$ cat src/rtl/bus_arbiter_mux_if.sv
// Bus-side signal bundle for bus_arbiter_mux: source data/enables in, registered bus out.
interface bus_arbiter_mux_if #(
    parameter int WIDTH = 9,
    parameter int NSRC  = 10,
    parameter int CNT_W = 8
);
    logic [NSRC*WIDTH-1:0]   src_data;
    logic [NSRC-1:0]         src_sel;
    logic                    clr_cnt;
    logic [WIDTH-1:0]        bus;
    logic                    bus_valid;
    logic [$clog2(NSRC)-1:0] bus_src;
    logic                    conflict;
    logic [CNT_W-1:0]        conflict_cnt;

    // Driver side: presents sources, observes the bus
    modport master (
        output src_data, src_sel, clr_cnt,
        input  bus, bus_valid, bus_src, conflict, conflict_cnt
    );

    // Arbiter side: samples sources, drives the bus
    modport slave (
        input  src_data, src_sel, clr_cnt,
        output bus, bus_valid, bus_src, conflict, conflict_cnt
    );
endinterface

$ cat src/rtl/bus_arbiter_mux.sv
// Registered source-select bus with round-robin resolution of multiple enables,
// conflict pulse and saturating conflict counter, optional hold-last-value.
module bus_arbiter_mux #(
    parameter int WIDTH = 9,
    parameter int NSRC  = 10,
    parameter int HOLD  = 0,
    parameter int CNT_W = 8
) (
    input logic              clk,
    input logic              reset,
    bus_arbiter_mux_if.slave io
);
    localparam int SW = $clog2(NSRC);

    logic [SW-1:0] rr_ptr;
    logic [SW-1:0] winner;
    logic          any_sel;
    logic          multi_sel;

    // Round-robin search: first set enable strictly after rr_ptr, wrapping modulo NSRC
    always_comb begin
        int unsigned pos;
        logic        found;
        winner = '0;
        found  = 1'b0;
        pos    = 0;
        for (int unsigned k = 1; k <= NSRC; k++) begin
            pos = (32'(rr_ptr) + k) % NSRC;
            if (!found && io.src_sel[pos[SW-1:0]]) begin
                winner = pos[SW-1:0];
                found  = 1'b1;
            end
        end
        any_sel   = |io.src_sel;
        // Clearing the lowest set bit leaves something only if two or more were set
        multi_sel = |(io.src_sel & (io.src_sel - NSRC'(1)));
    end

    // Bus, grant index, valid/conflict flags and round-robin pointer
    always_ff @(posedge clk) begin
        if (reset) begin
            io.bus       <= '0;
            io.bus_valid <= 1'b0;
            io.bus_src   <= '0;
            io.conflict  <= 1'b0;
            rr_ptr       <= SW'(NSRC - 1);
        end else if (any_sel) begin
            io.bus       <= io.src_data[32'(winner)*WIDTH +: WIDTH];
            io.bus_valid <= 1'b1;
            io.bus_src   <= winner;
            io.conflict  <= multi_sel;
            rr_ptr       <= winner;
        end else begin
            io.bus_valid <= 1'b0;
            io.conflict  <= 1'b0;
            if (HOLD == 0) begin
                io.bus <= '0;
            end
        end
    end

    // Saturating conflict counter; clear wins over a same-cycle increment
    always_ff @(posedge clk) begin
        if (reset || io.clr_cnt) begin
            io.conflict_cnt <= '0;
        end else if (multi_sel && (io.conflict_cnt != '1)) begin
            io.conflict_cnt <= io.conflict_cnt + CNT_W'(1);
        end
    end
endmodule

$ cat src/flat_wrapper.sv
// flat-port wrapper written by rule: the top's interface ports become plain ports
module bus_arbiter_mux_flat 
#(
    parameter int WIDTH = 9,
    parameter int NSRC  = 10,
    parameter int HOLD  = 0,
    parameter int CNT_W = 8
)
  (clk, reset, io_src_data, io_src_sel, io_clr_cnt, io_bus, io_bus_valid, io_bus_src, io_conflict, io_conflict_cnt);
  bus_arbiter_mux_if #(.WIDTH(WIDTH), .NSRC(NSRC), .CNT_W(CNT_W)) io_i ();
  input logic clk;
  input logic reset;
  input wire logic [$bits(io_i.src_data)-1:0] io_src_data;
  input wire logic [$bits(io_i.src_sel)-1:0] io_src_sel;
  input wire logic [$bits(io_i.clr_cnt)-1:0] io_clr_cnt;
  output wire logic [$bits(io_i.bus)-1:0] io_bus;
  output wire logic [$bits(io_i.bus_valid)-1:0] io_bus_valid;
  output wire logic [$bits(io_i.bus_src)-1:0] io_bus_src;
  output wire logic [$bits(io_i.conflict)-1:0] io_conflict;
  output wire logic [$bits(io_i.conflict_cnt)-1:0] io_conflict_cnt;
  assign io_i.src_data = io_src_data;
  assign io_i.src_sel = io_src_sel;
  assign io_i.clr_cnt = io_clr_cnt;
  assign io_bus = io_i.bus;
  assign io_bus_valid = io_i.bus_valid;
  assign io_bus_src = io_i.bus_src;
  assign io_conflict = io_i.conflict;
  assign io_conflict_cnt = io_i.conflict_cnt;
  bus_arbiter_mux #(.WIDTH(WIDTH), .NSRC(NSRC), .HOLD(HOLD), .CNT_W(CNT_W)) u_core (.clk(clk), .reset(reset), .io(io_i));
endmodule
$ cat config.mk
export PLATFORM = sky130hd
export DESIGN_NAME = bus_arbiter_mux_flat
export DESIGN_NICKNAME = d
export VERILOG_FILES = /design/src/rtl/bus_arbiter_mux_if.sv /design/src/rtl/bus_arbiter_mux.sv /design/src/flat_wrapper.sv
export SDC_FILE = /design/constraint.sdc
export NUM_CORES = 1
export LEC_CHECK = 0
export ABC_CLOCK_PERIOD_IN_PS = 6900
export BUFFER_PORTS_ARGS = -buffer_cell sky130_fd_sc_hd__buf_2
export CAP_MARGIN = 0
export CORE_MARGIN = 3
export CORE_UTILIZATION = 58
export DETAILED_ROUTE_END_ITERATION = 6
export GPL_TIMING_DRIVEN = 1
export PLACE_DENSITY = 0.84
export SLEW_MARGIN = 0
export SYNTH_ARGS = -nofsm -noshare
export SYNTH_HDL_FRONTEND = slang
export SYNTH_SLANG_ARGS = --single-unit
$ cat constraint.sdc
create_clock -name clk -period 6.9 [get_ports clk]
set_input_delay 1.035 -clock clk [delete_from_list [all_inputs] [get_ports clk]]
set_output_delay 1.035 -clock clk [all_outputs]
set_load 0.01 [all_outputs]
==> results.json, run 1 <==
{
  "area_growth_pct": 11.3,
  "grt_overflow": 0,
  "cts_tree": "done",
  "netlist_instances": 788,
  "dieArea_mm2": 0.0116,
  "synth_compound_area_share_pct": 32.3,
  "multi_input_area_mm2": 0.00515,
  "setup_viol": 0,
  "vias_per_cell": 6.72,
  "end_kind": "flip-flop",
  "slew-limit-headroom_pct": 25.1,
  "period_share_pct": 88.0,
  "io_buffer_count": 125,
  "cts_buffers": 3,
  "vias": 6860,
  "rsz0062_at_grt": "false",
  "htreeDepth": 1,
  "antenna_found_initial": 2,
  "clock_path_buffers": 2,
  "postCtsSetupBuffers": 0,
  "final_cell_mix": "125 x buf_2, 74 x nand2_1, 59 x nor2_1",
  "ctsRootBufferMaster": "clkbuf_8",
  "synth_edf_count": 0,
  "synth.area.top_cells": "dfxtp_1 8.3%, ha_1 7.3%, mux2i_1 7.0%",
  "die_x_um": 108,
  "yosysSeqAreaShare_pct": 8.33,
  "finClkSkew_ns": 0.00646,
  "max_freq_mhz": 165,
  "status": "finished, violations left",
  "fin_setup_tns_ns": 0,
  "antenna_left": 0,
  "firstDrtPassIters": 7,
  "synthMuxAreaShare_pct": 16.1,
  "holdCritPathClass": "flip-flop to flip-flop",
  "crit_type": "flip-flop to flip-flop",
  "synth-main-ff-cell": "dfxtp_1",
  "cp.required_ns": 7.10,
  "fin_nets": 1025,
  "ys_types": 107,
  "post_cts_resized": 0,
  "clk_pin_slew_worst_paths_ns": 0.10,
  "synth_top_family_by_area": "compound AO/OA/AOI/OAI gates",
  "maxCapViolCount": 0,
  "synthAdderAreaFrac_pct": 7.95,
  "postCtsHoldBufs": 0,
  "clk_latency_ns": 0.28,
  "start_util_pct": 60.7,
  "avgSynthCellArea_um2": 7.63,
  "fp-row-count": 36,
  "crit_fanout": 22,
  "yosysTopAreaCell": "dfxtp_1",
  "final_common_cell": "buf_2",
  "synth_fp_nets": 926,
  "violations": "DRC",
  "io_pins": 126,
  "ys_seq_elements": 25,
  "die_h_um": 108,
  "wl_per_cell_um": 19.0,
  "startpoint_type": "flip-flop",
  "synth-xor-area-share_pct": 4.73,
  "post-dp-hpwl_um": 14800,
  "slew_violations": 0,
  "hold_viol_final": 0,
  "gp_congestion": 0.981,
  "fin_crit_ns": 6.07,
  "fin_util_pct": 67.5,
  "ys.warnings.count": 0,
  "grt_start_max_net_pins": 38,
  "routed_wl_um": 19400,
  "worst_pin_slew_ns": 1.11,
  "async_flop_share_pct": 0,
  "grt_pass1_vias": 6327,
  "drive_gt1_share_pct": 25.8,
  "grt_pass1_wl_um": 30600,
  "synth_top_cell_area_share_pct": 8.33,
  "clock_sinks": 25,
  "core-area_mm2": 0.00991,
  "synth_area_mm2": 0.00601,
  "arrival_ns": 6.28,
  "drtIter0Drc": 678,
  "grt_use_total_pct": 31.8,
  "synthSimpleGateAreaFrac_pct": 24.5,
  "fillers": 879,
  "seqCellArea_um2": 500,
  "drc": 15
}
[layer usage]
layer,track usage (%),vias up,wire (um)
met5,0,-,0
met1,40.4,3144,7690
met4,13.4,0,886
met3,4.80,80,1820
met2,53.2,405,8970
li1,-,3231,-
[cell usage after synthesis, drive strengths merged (10+ instances only)]
cell,number
dfxtp,25
o21ai,43
a21oi,54
o21a,10
nand2,75
nor3,14
buf,36
o211ai,16
nand2b,17
mux2i,44
ha,35
nor2,59
nand3,24
a22oi,15
or2,10
nor2b,13
o22ai,13
xnor2,20
inv,19
mux2,46
[registers in the layout (all words and copies together) (netlist names)]
signal,cells
u_core.io.bus,9
u_core.io.bus_src,2
u_core.io.conflict,1
u_core.io.bus_valid,1
u_core.io.conflict_cnt,8
u_core.rr_ptr,4
[worst paths after layout]
check	start	end	slack, ns	cells past startpoint
hold / removal	u_core.io.bus_src[3]	u_core.io.bus_src[3]	0.46	2
hold reg to reg	u_core.io.bus_src[3]	u_core.io.bus_src[3]	0.46	2
setup reg to reg	u_core.rr_ptr[2]	u_core.io.bus[1]	0.83	19
setup / recovery	u_core.rr_ptr[2]	u_core.io.bus[1]	0.83	19
[area by class of cell]
| cell class | count | share of cell area [%] |
|---|---|---|
| flip-flops and latches | 25 | 7.48 |
| clock buffers | 3 | 0.617 |
| well taps | 133 | 2.49 |
| inverters | 23 | 1.29 |
| clock inverters | 1 | 0.112 |
| diodes | 2 | 0.0748 |
| repair buffers | 139 | 10.9 |
| multi-input cells | 695 | 77.0 |
[per-stage QoR]
step | setup WS (ns) | std cells | instance area, um^2 | hold WS [ns]
finish | 0.826 | 1021 | 6690 | 0.458
global route | 0.367 | 1021 | 6690 | 0.498
CTS | 0.978 | 1019 | 6690 | 0.457
detailed placement | 1.04 | 1015 | 6640 | 0.444
global placement | 1.16 | 1015 | 6640 | 0.451
floorplan | 1.46 | 788 | 6010 | 0.481
[critical path, stage by stage (launching register included)]
cell       delay, ns
dfxtp_1         0.37
inv_1           0.31
ha_1            0.36
nand2b_1        0.14
xnor2_1         0.65
nand2_1         0.14
ha_1            0.31
nor2b_1         0.27
o21ai_0         0.18
a32o_1          0.23
a311oi_1        0.47
o22ai_1         0.18
mux2i_1         0.34
a31oi_4         0.24
nand2_1         0.12
a2bb2oi_1       0.17
o221a_2         0.62
nor3b_2         0.63
nand2_1         0.17
o211ai_2        0.11
[cell families (layout without fill, tap and decap cells)]
family,count (synthesis),count (layout)
AO/OA/AOI/OAI,263,263
adder cells (fa/ha/maj),39,39
buffers and inverters,68,166
flip-flops,25,25
XOR/XNOR,29,29
other,0,2
AND/OR/NAND/NOR,274,274
multiplexers,90,90
Power of run 1 is not shown: default switching activity piles up to over one toggle a cycle in this logic, so the estimate is an artifact.
==> run 2: changes to the inputs <==
--- a/config.mk
+++ b/config.mk
@@ -5,14 +5,14 @@
 export SDC_FILE = /design/constraint.sdc
 export NUM_CORES = 1
 export LEC_CHECK = 0
-export ABC_CLOCK_PERIOD_IN_PS = 6900
+export ABC_CLOCK_PERIOD_IN_PS = 5000
 export BUFFER_PORTS_ARGS = -buffer_cell sky130_fd_sc_hd__buf_2
 export CAP_MARGIN = 0
 export CORE_MARGIN = 3
-export CORE_UTILIZATION = 58
+export CORE_UTILIZATION = 52
 export DETAILED_ROUTE_END_ITERATION = 6
 export GPL_TIMING_DRIVEN = 1
-export PLACE_DENSITY = 0.84
+export PLACE_DENSITY = 0.8
 export SLEW_MARGIN = 0
 export SYNTH_ARGS = -nofsm -noshare
 export SYNTH_HDL_FRONTEND = slang
==> constraint.sdc (replaced) <==
create_clock -name clk -period 5 [get_ports clk]
set_input_delay 0.75 -clock clk [delete_from_list [all_inputs] [get_ports clk]]
set_output_delay 0.75 -clock clk [all_outputs]
set_load 0.01 [all_outputs]
==> results.json, run 2 (synthesized netlist as in run 1, its figures left out) <==
{
  "arrival_ns": 5.10,
  "core-area_mm2": 0.0111,
  "clock_sinks": 25,
  "holdPathStages": 2,
  "fp-row-count": 38,
  "startpoint_type": "flip-flop",
  "vias": 7288,
  "wl_per_cell_um": 19.7,
  "end_kind": "flip-flop",
  "io_buffer_count": 125,
  "antenna_left": 0,
  "firstDrtPassIters": 5,
  "die_x_um": 114,
  "drtIter0Drc": 764,
  "period_share_pct": 99.0,
  "antennaDiodeCount": 0,
  "grt_pass1_vias": 6374,
  "worst_pin_slew_ns": 0.984,
  "finClkSkew_ns": 0.00294,
  "min_to": "u_core.io.bus_src[3]",
  "routed_wl_um": 21500,
  "regToRegSetupSlack_ns": 0.05,
  "io_pins": 126,
  "die_h_um": 114,
  "setup_viol": 0,
  "grt_use_total_pct": 28.9,
  "postCtsHoldBufs": 0,
  "slew-limit-headroom_pct": 32.5,
  "max_freq_mhz": 202,
  "clk_latency_ns": 0.27,
  "htreeDepth": 1,
  "clk_pin_slew_worst_paths_ns": 0.07,
  "cts_buffers": 3,
  "fin_crit_ns": 4.95,
  "hold_viol_final": 0,
  "fin_nets": 1094,
  "drive_gt1_share_pct": 36.2,
  "regMostFlops": "u_core.io.bus",
  "dieArea_mm2": 0.0129,
  "slew_violations": 0,
  "worstReg2RegStart": "u_core.rr_ptr[2]",
  "area_growth_pct": 27.1,
  "maxCapViolCount": 0,
  "grt_pass1_wl_um": 31200,
  "cts_tree": "done",
  "final_common_cell": "buf_2",
  "status": "complete, no violations",
  "reg_top3": "u_core.io.bus x9, u_core.io.conflict_cnt x8, u_core.rr_ptr x4",
  "start_util_pct": 54.3,
  "post-dp-hpwl_um": 15500,
  "vias_per_cell": 6.66,
  "drc": 0,
  "min_from": "u_core.io.bus_src[3]",
  "cp.required_ns": 5.15,
  "antenna_found_initial": 0,
  "reg2reg_to": "u_core.io.bus[0]",
  "crit_fanout": 18,
  "largest_register_ffs": 9,
  "final_cell_mix": "125 x buf_2, 74 x nand2_1, 72 x buf_4",
  "clock_path_buffers": 2,
  "gp_congestion": 0.984,
  "grt_start_max_net_pins": 38,
  "grt_overflow": 0,
  "crit_type": "flip-flop to flip-flop",
  "holdCritPathClass": "flip-flop to flip-flop",
  "ctsRootBufferMaster": "clkbuf_16",
  "reg2reg_depth": 21,
  "fin_setup_tns_ns": 0
}
## run 2: layout make-up
cell class	count	area, um^2
timing repair buffer	207	1330
inverter	23	95.1
sequential	25	507
clock buffer	3	75.1
clock inverter	1	8.76
tap	140	175
multi-input combinational	696	5450
fill	862	3440
## run 2: what timing repair did
item                                    in CTS  in global routing
hold endpoints to repair                     0                  0
pin swaps                                    0                 19
gates resized for setup                      1                 69
setup buffers                                0                 23
endpoints found under the setup margin       9                  9
gates cloned                                 0                  3
## run 2: how the worst max path moves through the flow
stage	cells past startpoint	start	endpoint	slack [ns]
6_report	21	u_core.rr_ptr[2]	u_core.io.bus[0]	0.05
5_1_grt	20	u_core.rr_ptr[2]	u_core.io.bus[2]	-0.11
4_1_cts	18	u_core.rr_ptr[3]	u_core.io.bus[1]	0.06
3_5_place_dp	15	u_core.rr_ptr[1]	u_core.io.bus[4]	0.03
3_3_place_gp	19	u_core.rr_ptr[1]	u_core.io.bus[1]	0.14
2_1_floorplan	25	u_core.rr_ptr[0]	u_core.io.bus[1]	0.005
## run 2: worst max-delay path, cell delays in order (launching register included)
cell and delay, ns:
dfxtp_2 0.36, clkinvlp_4 0.19, buf_6 0.18, ha_2 0.19, nand4b_1 0.10, a21oi_1 0.11, a31oi_1 0.25, ha_1 0.31
a311o_1 0.34, o21ai_2 0.22, o21ai_4 0.12, a22o_1 0.25, or2_4 0.26, and2_2 0.24, nor4b_4 0.37, nand4_2 0.20
o22ai_4 0.31, buf_6 0.15, clkbuf_16 0.19, mux2_2 0.37, nand2_1 0.07, o211ai_1 0.07
## run 2: stage by stage
stage | util [%] | hold slack (ns) | cell area (um^2) | setup WS (ns) | std cells
after floorplan | - | 0.481 | 6030 | 0.00489 | 788
after global placement | 63.2 | 0.443 | 7010 | 0.137 | 1065
after detailed placement | 63.2 | 0.475 | 7010 | 0.0346 | 1065
after CTS | 64.0 | 0.485 | 7090 | 0.0618 | 1069
after global routing | 69.0 | 0.522 | 7640 | -0.110 | 1095
final | 69.0 | 0.485 | 7640 | 0.0521 | 1095
## run 2: layer usage
metal / global-route usage [%] / wire, um
met3: 4.14 / 2330
met5: 0 / 0
met4: 9.21 / 838
met2: 47.8 / 10200
met1: 38.7 / 8170
Power of run 2 is left out for the same reason.
==> run 3: changes to the inputs <==
--- a/config.mk
+++ b/config.mk
@@ -5,14 +5,16 @@
 export SDC_FILE = /design/constraint.sdc
 export NUM_CORES = 1
 export LEC_CHECK = 0
+export ABC_AREA = 1
 export ABC_CLOCK_PERIOD_IN_PS = 5000
 export BUFFER_PORTS_ARGS = -buffer_cell sky130_fd_sc_hd__buf_2
 export CAP_MARGIN = 0
 export CORE_MARGIN = 3
-export CORE_UTILIZATION = 52
+export CORE_UTILIZATION = 42
 export DETAILED_ROUTE_END_ITERATION = 6
 export GPL_TIMING_DRIVEN = 1
-export PLACE_DENSITY = 0.8
+export PLACE_DENSITY = 0.68
+export RECOVER_POWER = 100
 export SLEW_MARGIN = 0
 export SYNTH_ARGS = -nofsm -noshare
 export SYNTH_HDL_FRONTEND = slang
==> results.json, run 3 <==
{
  "status": "complete, no violations",
  "multi_input_area_mm2": 0.00409,
  "clk_latency_ns": 0.25,
  "fillers": 1390,
  "cp_top_family": "simple AND/OR/NAND/NOR gates",
  "max_stage_delay_ns": 0.45,
  "slew_violations": 0,
  "synth_commonest_cells": "375 x nand2_1, 127 x nand3_1, 88 x inv_1, 47 x nor2_1, 36 x o21ai_0",
  "startpoint_type": "flip-flop",
  "fin_setup_tns_ns": 0,
  "die_x_um": 117,
  "async_flop_share_pct": 0,
  "post-dp-hpwl_um": 13100,
  "seqCellArea_um2": 503,
  "synth_fp_nets": 1086,
  "postCtsHoldBufs": 0,
  "grt_overflow": 0,
  "ys_seq_elements": 25,
  "vias_per_cell": 5.05,
  "grt_pass1_vias": 5442,
  "largest_register_ffs": 9,
  "ys_types": 51,
  "reg_top3": "u_core.io.bus x9, u_core.io.conflict_cnt x8, u_core.rr_ptr x4",
  "fin_crit_ns": 4.47,
  "holdCritPathClass": "flip-flop to flip-flop",
  "rsz0062_at_grt": "false",
  "synth.area.top_cells": "nand2_1 27%, nand3_1 12%, dfxtp_1 9.6%",
  "ctsRootBufferMaster": "clkbuf_16",
  "die_h_um": 117,
  "hold_viol_final": 0,
  "crit_type": "flip-flop to flip-flop",
  "end_kind": "flip-flop",
  "avgSynthCellArea_um2": 5.48,
  "clock_sinks": 25,
  "drtIter0Drc": 344,
  "synth_top_cell_area_share_pct": 27.1,
  "drive_gt1_share_pct": 20.8,
  "io_buffer_count": 125,
  "core-area_mm2": 0.0121,
  "postCtsSetupBuffers": 0,
  "htreeDepth": 1,
  "fin_util_pct": 49.9,
  "grt_use_total_pct": 22.0,
  "critPathSlowestCell": "dfxtp_1",
  "netlist_instances": 948,
  "fp-row-count": 40,
  "worst_pin_slew_ns": 0.799,
  "cp.required_ns": 5.19,
  "final_common_cell": "nand2_1",
  "grt_pass1_wl_um": 25000,
  "setup_viol": 0,
  "io_pins": 126,
  "drc": 0,
  "dieArea_mm2": 0.0137,
  "crit_fanout": 36,
  "final_cell_mix": "375 x nand2_1, 127 x nand3_1, 102 x buf_2",
  "clk_pin_slew_worst_paths_ns": 0.06,
  "vias": 6215,
  "ys.warnings.count": 0,
  "arrival_ns": 4.66,
  "firstDrtPassIters": 5,
  "antenna_left": 0,
  "antenna_found_initial": 0,
  "synth-main-ff-cell": "dfxtp_1",
  "area_growth_pct": 15.7,
  "finClkSkew_ns": 0.00247,
  "fin_nets": 1202,
  "yosysTopAreaCell": "nand2_1",
  "antennaDiodeCount": 0,
  "grt_start_max_net_pins": 37,
  "layout.cells.non_filler": 1231,
  "clock_path_buffers": 2,
  "synth.most_common_cell": "nand2_1",
  "cts_buffers": 3,
  "slew-limit-headroom_pct": 46.2,
  "wl_per_cell_um": 12.7,
  "critPathBufInv": 4,
  "synth_edf_count": 0,
  "period_share_pct": 89.4,
  "gp_congestion": 0.940,
  "routed_wl_um": 15600,
  "dp_cells": 1227,
  "start_util_pct": 43.1,
  "cts_tree": "done",
  "regMostFlops": "u_core.io.bus",
  "cp_common_cell": "nand2_1",
  "max_freq_mhz": 224,
  "synth_area_mm2": 0.00520,
  "post_cts_resized": 0,
  "yosysSeqAreaShare_pct": 9.63,
  "maxCapViolCount": 0
}
-- run 3: path summary, 6_finish.rpt --
check	start	end	slack, ns	cells after the start
setup / recovery	u_core.rr_ptr[1]	u_core.io.bus[8]	0.53	27
hold / removal	u_core.io.bus_src[3]	u_core.io.bus_src[3]	0.48	2
setup reg to reg	u_core.rr_ptr[1]	u_core.io.bus[8]	0.53	27
hold reg to reg	u_core.io.bus_src[3]	u_core.io.bus_src[3]	0.48	2
-- run 3: final cells by class --
cell class	instances	share of cell area, %
Multi-Input combinational cell	780	67.9
Inverter	114	7.11
Tap cell	168	3.49
Clock buffer	4	1.31
Sequential cell	25	8.36
Timing Repair Buffer	140	11.8
-- run 3: per-stage QoR --
step / hold WS (ns) / cell area, um^2 / setup slack [ns]
detailed placement: 0.464 / 5970 / 0.132
finish: 0.480 / 6020 / 0.531
global route: 0.517 / 6020 / 0.0260
global placement: 0.460 / 5970 / 0.0858
CTS: 0.480 / 6040 / 0.0579
floorplan: 0.482 / 5200 / 1.10
-- run 3: cells by family (layout without fill, tap and decap cells) --
family                   Yosys count  after routing  share of synthesized area (%)
AO/OA/AOI/OAI                     99             99                           12.0
XOR/XNOR                          14             14                           2.86
adder cells (fa/ha/maj)           35             35                           8.42
flip-flops                        25             25                           9.63
AND/OR/NAND/NOR                  632            632                           55.4
buffers and inverters            143            258                           11.7
-- run 3: metal layers --
layer | vias up | GRT usage (%) | routed length (um)
met4 | 0 | 5.96 | 388
met1 | 2737 | 30.0 | 7150
met3 | 39 | 2.26 | 755
met2 | 182 | 37.0 | 7350
li1 | 3257 | - | -
met5 | - | 0 | 0
-- run 3: worst register-to-register path: cells and delay by family, from the launching register on --
kind | cells | cell delay [ns]
xor gates and xnor gates | 1 | 0.31
adders and majority gates | 2 | 0.53
buffers and inverters | 4 | 0.66
DFF | 1 | 0.45
and+or+nand+nor | 16 | 1.75
AOI/OAI and AO/OA | 4 | 0.70
Power of run 3 is left out for the same reason.
